[src/rtl/hazard_unit.sv]
// hazard_unit: stall/flush controller for the five-stage pipeline.
// Covers the hazards that forwarding cannot resolve: load-use, taken redirects,
// icache/dcache waits and halt. Also keeps saturating stall and flush counters.
//
// state | meaning
// RUN   | normal flow; load-use, redirect and icache bubbles handled here
// DWAIT | dcache request outstanding; front of pipe frozen until dhit
// HALT  | halt reached WB; everything frozen until RST
module hazard_unit #(
  parameter int CNTW = 16
) (
  input  logic            CLK,
  input  logic            RST,
  input  logic [4:0]      id_rs,
  input  logic [4:0]      id_rt,
  input  logic            id_use_rs,
  input  logic            id_use_rt,
  input  logic            ex_memRd,
  input  logic [4:0]      ex_rd,
  input  logic            mem_dREN,
  input  logic            mem_dWEN,
  input  logic            dhit,
  input  logic            ihit,
  input  logic            mem_pcsrc,
  input  logic            wb_halt,
  output logic            pc_en,
  output logic            ifid_en,
  output logic            idex_en,
  output logic            exmem_en,
  output logic            memwb_en,
  output logic            ifid_flush,
  output logic            idex_flush,
  output logic            exmem_flush,
  output logic            memwb_flush,
  output logic            halted,
  output logic [CNTW-1:0] stall_cnt,
  output logic [CNTW-1:0] flush_cnt
);

  typedef enum logic [1:0] {
    RUN   = 2'd0,
    DWAIT = 2'd1,
    HALT  = 2'd2
  } state_t;

  state_t state, state_nxt;

  logic dmiss;
  logic load_use;
  logic redirect;

  // r0 is hardwired zero, so a load targeting it never creates a dependence
  assign dmiss    = (mem_dREN | mem_dWEN) & ~dhit;
  assign load_use = ex_memRd && (ex_rd != 5'd0) &&
                    ((id_use_rs && (ex_rd == id_rs)) ||
                     (id_use_rt && (ex_rd == id_rt)));

  assign halted = (state == HALT);

  // State register; RST drops straight back to RUN from any state
  always_ff @(posedge CLK or posedge RST) begin
    if (RST) state <= RUN;
    else     state <= state_nxt;
  end

  // Mealy next-state and pipeline controls, highest-priority condition first
  always_comb begin
    pc_en       = 1'b1;
    ifid_en     = 1'b1;
    idex_en     = 1'b1;
    exmem_en    = 1'b1;
    memwb_en    = 1'b1;
    ifid_flush  = 1'b0;
    idex_flush  = 1'b0;
    exmem_flush = 1'b0;
    memwb_flush = 1'b0;
    redirect    = 1'b0;
    state_nxt   = RUN;

    if (state == HALT) begin
      pc_en     = 1'b0;
      ifid_en   = 1'b0;
      idex_en   = 1'b0;
      exmem_en  = 1'b0;
      memwb_en  = 1'b0;
      state_nxt = HALT;
    end else if (state == RUN && wb_halt) begin
      pc_en     = 1'b0;
      ifid_en   = 1'b0;
      idex_en   = 1'b0;
      exmem_en  = 1'b0;
      memwb_en  = 1'b0;
      state_nxt = HALT;
    end else if (dmiss) begin
      // MEM holds its instruction; WB receives a bubble meanwhile
      pc_en       = 1'b0;
      ifid_en     = 1'b0;
      idex_en     = 1'b0;
      exmem_en    = 1'b0;
      memwb_flush = 1'b1;
      state_nxt   = DWAIT;
    end else if (state == DWAIT) begin
      // Release cycle: everything advances; a held redirect is seen next cycle
      state_nxt = RUN;
    end else if (mem_pcsrc) begin
      // pc_en stays high even without ihit so the target gets loaded
      ifid_flush  = 1'b1;
      idex_flush  = 1'b1;
      exmem_flush = 1'b1;
      redirect    = 1'b1;
    end else if (load_use) begin
      pc_en      = 1'b0;
      ifid_en    = 1'b0;
      idex_flush = 1'b1;
    end else if (!ihit) begin
      pc_en      = 1'b0;
      ifid_flush = 1'b1;
    end
  end

  // Saturating performance counters
  always_ff @(posedge CLK or posedge RST) begin
    if (RST) begin
      stall_cnt <= '0;
      flush_cnt <= '0;
    end else begin
      if (!pc_en && state != HALT && stall_cnt != '1)
        stall_cnt <= stall_cnt + CNTW'(1);
      if (redirect && flush_cnt != '1)
        flush_cnt <= flush_cnt + CNTW'(1);
    end
  end

endmodule

[config.mk]
export PLATFORM = sky130hd
export DESIGN_NAME = hazard_unit
export DESIGN_NICKNAME = d
export VERILOG_FILES = /design/src/rtl/hazard_unit.sv
export SDC_FILE = /design/constraint.sdc
export NUM_CORES = 1
export LEC_CHECK = 0
export CORE_MARGIN = 5
export CORE_UTILIZATION = 55
export DETAILED_ROUTE_END_ITERATION = 16
export DONT_BUFFER_PORTS = 1
export GPL_TIMING_DRIVEN = 0
export PLACE_DENSITY = 0.7
export REMOVE_ABC_BUFFERS = 1
export SKIP_CTS_REPAIR_TIMING = 1
export SLEW_MARGIN = 10
export SYNTH_ARGS = -nofsm -noshare
export SYNTH_HDL_FRONTEND = slang
export SYNTH_SLANG_ARGS = --single-unit
[constraint.sdc]
create_clock -name CLK -period 5.1 [get_ports CLK]
set_clock_uncertainty 0.15 [all_clocks]
set_input_delay 0.51 -clock CLK [delete_from_list [all_inputs] [get_ports CLK]]
set_output_delay 0.51 -clock CLK [all_outputs]
set_load 0.02 [all_outputs]
==> flow_metrics.env, run 1 <==
export IMPL_clock_root_buffer="clkbuf_4"
export IMPL_clk_pin_slew_ps=120
export IMPL_max_freq_mhz=308
export IMPL_hold_ws_ps=-10.9
export IMPL_grt_use_total_pct=17.3
export IMPL_synth_largest_area_cell="dfrtp_1"
export IMPL_postPlaceCellArea_sq_um=1890
export IMPL_p_per_area_nw_per_um2=300
export IMPL_fillers=312
export IMPL_grt_max_degree=35
export IMPL_vias=1332
export IMPL_gp_congestion=0.732
export IMPL_cp_depth=4
export IMPL_routed_wirelength_microns=3650
export IMPL_std_cell_rows=21
export IMPL_die_x_microns=68.1
export IMPL_antenna_cells=0
export IMPL_rr_endpoint="stall_cnt[1]"
export IMPL_path_cells="o21bai_1, inv_1, nor2_1, a21boi_0"
export IMPL_core_sq_um=3310
export IMPL_r2r_start="stall_cnt[2]"
export IMPL_dp_hpwl_microns=2840
export IMPL_critPathBufInv=1
export IMPL_drv_cap=0
export IMPL_worst_pin_slew_ps=879
export IMPL_grt_setup_unrepaired="false"
export IMPL_initial_core_util_pct=56.1
export IMPL_global_route_overflow_total=0
export IMPL_htreeDepth=2
export IMPL_finalSetupTns_ps=0
export IMPL_worstSetupPathType="reg2out"
export IMPL_drc_errors=0
export IMPL_clk_latency_ps=350
export IMPL_synth_most_common_cell="dfrtp_1"
export IMPL_reg2reg_depth=6
export IMPL_ir_drop_uv=125
export IMPL_leakage_nw=0.808
export IMPL_finalHoldViolations=11
export IMPL_end_kind="primary output"
export IMPL_multi_input_area_sq_um=945
export IMPL_finalCritPeriodShare_pct=63.6
export IMPL_final_cells=231
export IMPL_tritoncts="done"
export IMPL_synth_top_area_share_pct=45.8
export IMPL_dieArea_sq_um=4640
export IMPL_worstPathArrival_ps=2590
export IMPL_status="complete, but fails checks"
export IMPL_r2r_slack_ps=2300
export IMPL_first_pass_iters=4
export IMPL_setup_viol=0
export IMPL_cp_required_ps=4440
export IMPL_grt_pass1_vias=1374
export IMPL_async_flop_share_pct=100
export IMPL_ant_nets=0
export IMPL_syn_to_final_growth_pct=4.85
export IMPL_synth_cell_types=41
export IMPL_cp_start_kind="flop"
export IMPL_slew_viol_final=0
export IMPL_violations="negative hold slack"
export IMPL_ys_ff_latch=34
export IMPL_path_max_fanout=6
export IMPL_synthCells=181
export IMPL_seq_area_frac_synth_pct=45.8
export IMPL_regArea_sq_um=851
export IMPL_postSynthAreaPerCell_sq_um=10.3
export IMPL_relSlewSlack_pct=41.4
export IMPL_synth_edf_count=0
export IMPL_hold_class="in2async"
export IMPL_synth_area_leaders="dfrtp_1 (46%), xnor2_1 (11%), xor2_1 (7.1%)"
export IMPL_grt_pass1_wl_microns=6040
export IMPL_clockBufferDepth=2
export IMPL_drtIter0Drc=110
export IMPL_antenna_found_initial=0
export IMPL_slowest_delay_ps=650
export IMPL_nets=212
export IMPL_cts_buffers=5
export IMPL_die_h_microns=68.1
export IMPL_path_delay_family="compound AO/OA/AOI/OAI gates"
export IMPL_power_mw=0.584
export IMPL_postLayoutCellArea_sq_um=1950
export IMPL_synth_common_cells="dfrtp_1 (34), xnor2_1 (23), nand2_1 (17)"
export IMPL_post_route_min_period_ps=3250
export IMPL_slowest_stage="a21boi_0"
export IMPL_cts_sinks=34
export IMPL_num_io_pins=68
export IMPL_mappedNetlistArea_sq_um=1860
export IMPL_vias_per_cell=5.77
export IMPL_ys_warn_count=0
export IMPL_dpl_cell_count=223
export IMPL_drive_above_1_share_pct=9.73
export IMPL_port_buffers=0
export IMPL_ys_flop_type="dfrtp_1"
export IMPL_wl_per_cell_microns=15.8
flip-flops by register name, indices dropped and copies added (netlist names):
name	flops
stall_cnt	16
flush_cnt	16
state	2
kinds of logic (layout without fill, tap and decap cells):
family	Yosys count	in the layout	share of synthesized area, %
multiplexers	3	3	1.82
adder cells (fa/ha/maj)	2	2	1.35
buffers and inverters	13	17	3.30
AND/OR/NAND/NOR	75	75	22.2
flip-flops	34	34	45.8
XOR/XNOR	38	38	17.9
AO/OA/AOI/OAI	16	16	7.61
area by class of cell:
class / count / area share [%]
Multi-Input combinational cell: 134 / 48.5
Sequential cell: 34 / 43.7
Tap cell: 46 / 2.96
Clock buffer: 7 / 2.83
Inverter: 9 / 1.74
Clock inverter: 1 / 0.257
cells in the final DEF, fill, tap and decap left out, drive strengths merged, types with 2 or more instances in the layout:
cell type / count
dfrtp: 34
xnor2: 23
nand2: 17
xor2: 15
nand3: 11
nand4: 9
nor2: 9
nor4: 9
inv: 9
clkbuf: 7
nand2b: 3
nor3: 3
and3: 3
a21oi: 3
mux2: 3
and4: 2
o22ai: 2
and2: 2
nor2b: 2
o21a: 2
ha: 2
or4: 2
how the worst max path moves through the flow:
stage,startpoint,to,slack [ps]
after CTS,state[1],ifid_en,1820
final,state[1],ifid_en,1850
after detailed placement,ex_rd[1],pc_en,2100
after global routing,state[1],ifid_en,1650
after global placement,ex_rd[1],pc_en,2100
after floorplan,wb_halt,ifid_en,2260
report_power, final:
part	total [mW]	internal, mW	switching [mW]
registers	0.364	0.294	0.0694
logic	0.0630	0.0301	0.0329
clock network	0.157	0.0668	0.0907
total	0.584	0.391	0.193
per-stage QoR:
stage          worst slack (ps)  utilization (%)  hold WS, ps
2_1_floorplan              2260                -          439
3_3_place_gp               2100             57.0          466
3_5_place_dp               2100             57.0          467
4_1_cts                    1820             58.8          283
6_report                   1850             58.8        -10.9
5_1_grt                    1650             58.8         45.4
routing by layer:
| layer | up-vias | global-route usage [%] | part of all wire [%] |
|---|---|---|---|
| li1 | 635 | - | - |
| met1 | 642 | 19.4 | 40 |
| met2 | 49 | 29.6 | 50 |
| met3 | 6 | 7.06 | 9.1 |
| met4 | 0 | 5.96 | 1.5 |
| met5 | - | 0 | 0 |
Power figures use the tool's default switching activity.
==> run 2, diff against run 1 <==
--- a/config.mk
+++ b/config.mk
@@ -10,7 +10,7 @@
 export DETAILED_ROUTE_END_ITERATION = 16
 export DONT_BUFFER_PORTS = 1
 export GPL_TIMING_DRIVEN = 0
-export PLACE_DENSITY = 0.7
+export PLACE_DENSITY = 0.73
 export REMOVE_ABC_BUFFERS = 1
 export SKIP_CTS_REPAIR_TIMING = 1
 export SLEW_MARGIN = 10
==> constraint.sdc (replaced) <==
create_clock -name CLK -period 2.8 [get_ports CLK]
set_clock_uncertainty 0.15 [all_clocks]
set_input_delay 0.28 -clock CLK [delete_from_list [all_inputs] [get_ports CLK]]
set_output_delay 0.28 -clock CLK [all_outputs]
set_load 0.02 [all_outputs]
==> flow_metrics.env, run 2 (same netlist as run 1, synthesis figures left out) <==
export IMPL_status="finished clean"
export IMPL_port_buffers=0
export IMPL_vias_per_cell=5.93
export IMPL_worstPathArrival_ps=2670
export IMPL_postLayoutCellArea_sq_um=1970
export IMPL_tritoncts="done"
export IMPL_clock_root_buffer="clkbuf_4"
export IMPL_pwr_share_comb_pct=11.4
export IMPL_clock_power_share_pct=26.6
export IMPL_holdCritStartpoint="wb_halt"
export IMPL_htreeDepth=2
export IMPL_p_per_area_nw_per_um2=542
export IMPL_antenna_found_initial=0
export IMPL_largestRegisters="flush_cnt: 16 flops, stall_cnt: 16 flops, state: 2 flops"
export IMPL_num_io_pins=68
export IMPL_finalHoldViolations=0
export IMPL_switchingPower_mw=0.356
export IMPL_regArea_sq_um=851
export IMPL_drv_cap=0
export IMPL_gp_congestion=0.751
export IMPL_cts_buffers=5
export IMPL_die_h_microns=68.1
export IMPL_drc_errors=0
export IMPL_clockBufferDepth=2
export IMPL_dp_hpwl_microns=2920
export IMPL_drive_above_1_share_pct=10.8
export IMPL_grt_max_degree=35
export IMPL_worstSetupPathType="reg2reg"
export IMPL_hold_class="in2reg"
export IMPL_clk_latency_ps=330
export IMPL_grt_pass1_wl_microns=6310
export IMPL_seqPwrFrac_pct=62.0
export IMPL_finalCritPeriodShare_pct=92.7
export IMPL_core_sq_um=3310
export IMPL_finalSetupTns_ps=0
export IMPL_antenna_cells=0
export IMPL_grt_pass1_vias=1452
export IMPL_most_common_layout_cells="dfrtp_1 (34), xnor2_1 (23), nand2_1 (17), xor2_1 (15), nand3_1 (11)"
export IMPL_sw_frac_of_total_pct=33.3
export IMPL_end_kind="flop"
export IMPL_wl_per_cell_microns=16.6
export IMPL_postPlaceCellArea_sq_um=1890
export IMPL_setup_viol=0
export IMPL_ir_drop_uv=192
export IMPL_leakage_nw=0.821
export IMPL_die_x_microns=68.1
export IMPL_drtIter0Drc=114
export IMPL_post_route_min_period_ps=2600
export IMPL_worst_pin_slew_ps=696
export IMPL_r2r_start="stall_cnt[2]"
export IMPL_p_int_mw=0.714
export IMPL_multi_input_area_sq_um=962
export IMPL_slew_viol_final=0
export IMPL_setup_worst_path_start="stall_cnt[2]"
export IMPL_ant_nets=0
export IMPL_path_max_fanout=14
export IMPL_relSlewSlack_pct=53.6
export IMPL_fillers=310
export IMPL_clk_pin_slew_ps=100
export IMPL_grt_use_total_pct=18.0
export IMPL_nets=213
export IMPL_routed_wirelength_microns=3850
export IMPL_initial_core_util_pct=56.1
export IMPL_max_freq_mhz=385
export IMPL_cts_sinks=34
export IMPL_dieArea_sq_um=4640
export IMPL_r2r_slack_ps=200
export IMPL_global_route_overflow_total=0
export IMPL_vias=1375
export IMPL_first_pass_iters=4
export IMPL_grt_setup_unrepaired="false"
export IMPL_cp_start_kind="flop"
export IMPL_final_core_util_pct=59.6
export IMPL_final_common_cell="dfrtp_1"
export IMPL_syn_to_final_growth_pct=6.33
export IMPL_cp_required_ps=2870
export IMPL_std_cell_rows=21
run 2: critical path, stage by stage, from the launching register on:
cell and delay, ps:
dfrtp_1 550, nand3_1 150, nor2_1 280, nand2_1 240
o32ai_4 600, nor2_1 140, mux2_1 350
run 2: final timing paths:
path                            endpoint  cells past startpoint
setup / recovery            stall_cnt[1]                      6
hold / removal                  state[1]                      2
setup reg to reg            stall_cnt[1]                      6
hold reg to reg             stall_cnt[9]                      1
max in group asynchronous  flush_cnt[14]                      2
min in group asynchronous   flush_cnt[0]                      2
run 2: power by group through the flow:
stage | Combinational, mW | Sequential (mW) | Clock (mW)
finish | 0.122 | 0.664 | 0.285
global route | 0.145 | 0.674 | 0.310
CTS | 0.123 | 0.664 | 0.289
detailed placement | 0.121 | 0.674 | 0
global placement | 0.113 | 0.670 | 0
floorplan | 0.0984 | 0.656 | 0
run 2: stage by stage:
| stage | setup slack, ps | std cells | power [mW] | hold WS, ps |
|---|---|---|---|---|
| floorplan | 274 | 177 | 0.754 | 272 |
| global placement | 72.0 | 223 | 0.783 | 408 |
| detailed placement | 45.9 | 223 | 0.794 | 434 |
| CTS | -292 | 231 | 1.08 | 66.8 |
| global route | 24.8 | 232 | 1.13 | 46.7 |
| finish | 203 | 232 | 1.07 | 63.7 |
run 2: layer usage:
metal / vias to the layer above / global-route usage, % / part of all wire, %
met4: 0 / 5.96 / 1.6
li1: 636 / - / -
met5: - / 0 / 0
met1: 671 / 19.9 / 38
met3: 5 / 7.06 / 9.1
met2: 63 / 31.5 / 51
run 2: cell type report:
class	instances	share of cell area [%]
multi-input cells	134	48.7
flip-flops and latches	34	43.1
well taps	46	2.92
clock buffers	7	2.79
inverters	9	1.71
repair buffers	1	0.507
clock inverters	1	0.253
==> run 3, diff against run 2 <==
--- a/config.mk
+++ b/config.mk
@@ -7,6 +7,7 @@
 export LEC_CHECK = 0
 export CORE_MARGIN = 5
 export CORE_UTILIZATION = 55
+export CTS_BUF_LIST = sky130_fd_sc_hd__clkbuf_4
 export DETAILED_ROUTE_END_ITERATION = 16
 export DONT_BUFFER_PORTS = 1
 export GPL_TIMING_DRIVEN = 0
==> flow_metrics.env, run 3 (same netlist as run 1, synthesis figures left out) <==
export IMPL_status="finished clean"
export IMPL_cts_buffers=5
export IMPL_fillers=310
export IMPL_nets=213
export IMPL_drv_cap=0
export IMPL_slew_viol_final=0
export IMPL_finalHoldViolations=0
export IMPL_rr_endpoint="stall_cnt[1]"
export IMPL_std_cell_rows=21
export IMPL_drive_above_1_share_pct=10.8
export IMPL_num_io_pins=68
export IMPL_cp_required_ps=2860
export IMPL_antenna_found_initial=0
export IMPL_grt_pass1_vias=1435
export IMPL_worstPathArrival_ps=2630
export IMPL_most_common_layout_cells="dfrtp_1 (34), xnor2_1 (23), nand2_1 (17), xor2_1 (15), nand3_1 (11)"
export IMPL_hold_depth=2
export IMPL_global_route_overflow_total=0
export IMPL_final_common_cell="dfrtp_1"
export IMPL_max_freq_mhz=388
export IMPL_dpl_cell_count=223
export IMPL_final_cells=232
export IMPL_r2r_start="stall_cnt[2]"
export IMPL_final_core_util_pct=59.4
export IMPL_grt_max_degree=35
export IMPL_grt_use_total_pct=17.8
export IMPL_clock_root_buffer="clkbuf_4"
export IMPL_grt_setup_unrepaired="false"
export IMPL_tritoncts="done"
export IMPL_die_h_microns=68.1
export IMPL_reg2reg_depth=6
export IMPL_initial_core_util_pct=56.1
export IMPL_cts_sinks=34
export IMPL_vias=1365
export IMPL_clk_pin_slew_ps=100
export IMPL_syn_to_final_growth_pct=6.00
export IMPL_cp_start_kind="flop"
export IMPL_first_pass_iters=4
export IMPL_ant_nets=0
export IMPL_finalCritPeriodShare_pct=91.9
export IMPL_dieArea_sq_um=4640
export IMPL_die_x_microns=68.1
export IMPL_port_buffers=0
export IMPL_post_route_min_period_ps=2570
export IMPL_clockBufferDepth=2
export IMPL_core_sq_um=3310
export IMPL_vias_per_cell=5.88
export IMPL_leakage_nw=0.818
export IMPL_antenna_cells=0
export IMPL_ir_drop_uv=200
export IMPL_holdCritStartpoint="wb_halt"
export IMPL_path_max_fanout=14
export IMPL_p_per_area_nw_per_um2=532
export IMPL_wl_per_cell_microns=16.3
export IMPL_min_to="state[1]"
export IMPL_routed_wirelength_microns=3790
export IMPL_grt_pass1_wl_microns=6220
export IMPL_setup_viol=0
export IMPL_hold_class="in2reg"
export IMPL_r2r_slack_ps=230
export IMPL_clk_latency_ps=320
export IMPL_regArea_sq_um=851
export IMPL_end_kind="flop"
export IMPL_worstSetupPathType="reg2reg"
export IMPL_dp_hpwl_microns=2920
export IMPL_multi_input_area_sq_um=962
export IMPL_htreeDepth=2
export IMPL_drtIter0Drc=86
export IMPL_drc_errors=0
export IMPL_relSlewSlack_pct=54.1
export IMPL_largestRegisters="flush_cnt: 16 flops, stall_cnt: 16 flops, state: 2 flops"
export IMPL_worst_pin_slew_ps=687
export IMPL_gp_congestion=0.751
## run 3: cell count changes in the layout (fill, tap and decap cells not counted)
cell,change
clkbuf_4,+1
clkbuf_1,-1
clkbuf_8,-1
clkinv_1,+1
## run 3: critical path, cell delays in order, from the launching register on
cell and delay, ps:
dfrtp_1 540, nand3_1 150, nor2_1 280, nand2_1 240, o32ai_4 600, nor2_1 140
mux2_1 350
## run 3: cell type report
class                      instances  area share [%]
sequential                        34            43.2
multi-input combinational        134            48.9
inverter                           9            1.72
tap                               46            2.92
timing repair buffer               1           0.509
clock buffer                       6            2.29
clock inverter                     2           0.445
## run 3: metal layers
layer | global-route usage, % | routed length (microns) | vias to the layer above
met5 | 0 | 0 | -
met4 | 5.96 | 34 | 0
met3 | 7.06 | 357 | 2
met2 | 30.6 | 1890 | 67
met1 | 20.0 | 1510 | 657
li1 | - | - | 639
## run 3: worst max path at each step
stage / startpoint / to / slack, ps / depth (start not counted)
after CTS: state[1] / ifid_en / -290 / 4
after global placement: stall_cnt[2] / stall_cnt[1] / 70 / 6
after floorplan: state[1] / ifid_en / 270 / 4
after detailed placement: stall_cnt[2] / stall_cnt[1] / 50 / 6
final: stall_cnt[2] / stall_cnt[1] / 230 / 6
after global routing: stall_cnt[2] / stall_cnt[1] / 30 / 6
## run 3: stage by stage
| stage | setup TNS (ps) | cell area, sq um | power, mW | hold WS [ps] | worst slack [ps] |
|---|---|---|---|---|---|
| 2_1_floorplan | 0 | 1830 | 0.754 | 272 | 274 |
| 3_3_place_gp | 0 | 1890 | 0.783 | 408 | 72.0 |
| 3_5_place_dp | 0 | 1890 | 0.794 | 434 | 45.9 |
| 4_1_cts | -289 | 1940 | 1.06 | 66.8 | -289 |
| 5_1_grt | 0 | 1970 | 1.11 | 55.4 | 33.1 |
| 6_report | 0 | 1970 | 1.05 | 75.8 | 226 |
## run 3: where the power goes
| part | switching (mW) | leakage [nW] | internal (mW) | total (mW) |
|---|---|---|---|---|
| Clock | 0.158 | 0.0331 | 0.104 | 0.262 |
| Combinational | 0.0654 | 0.343 | 0.0566 | 0.122 |
| Sequential | 0.127 | 0.443 | 0.536 | 0.663 |
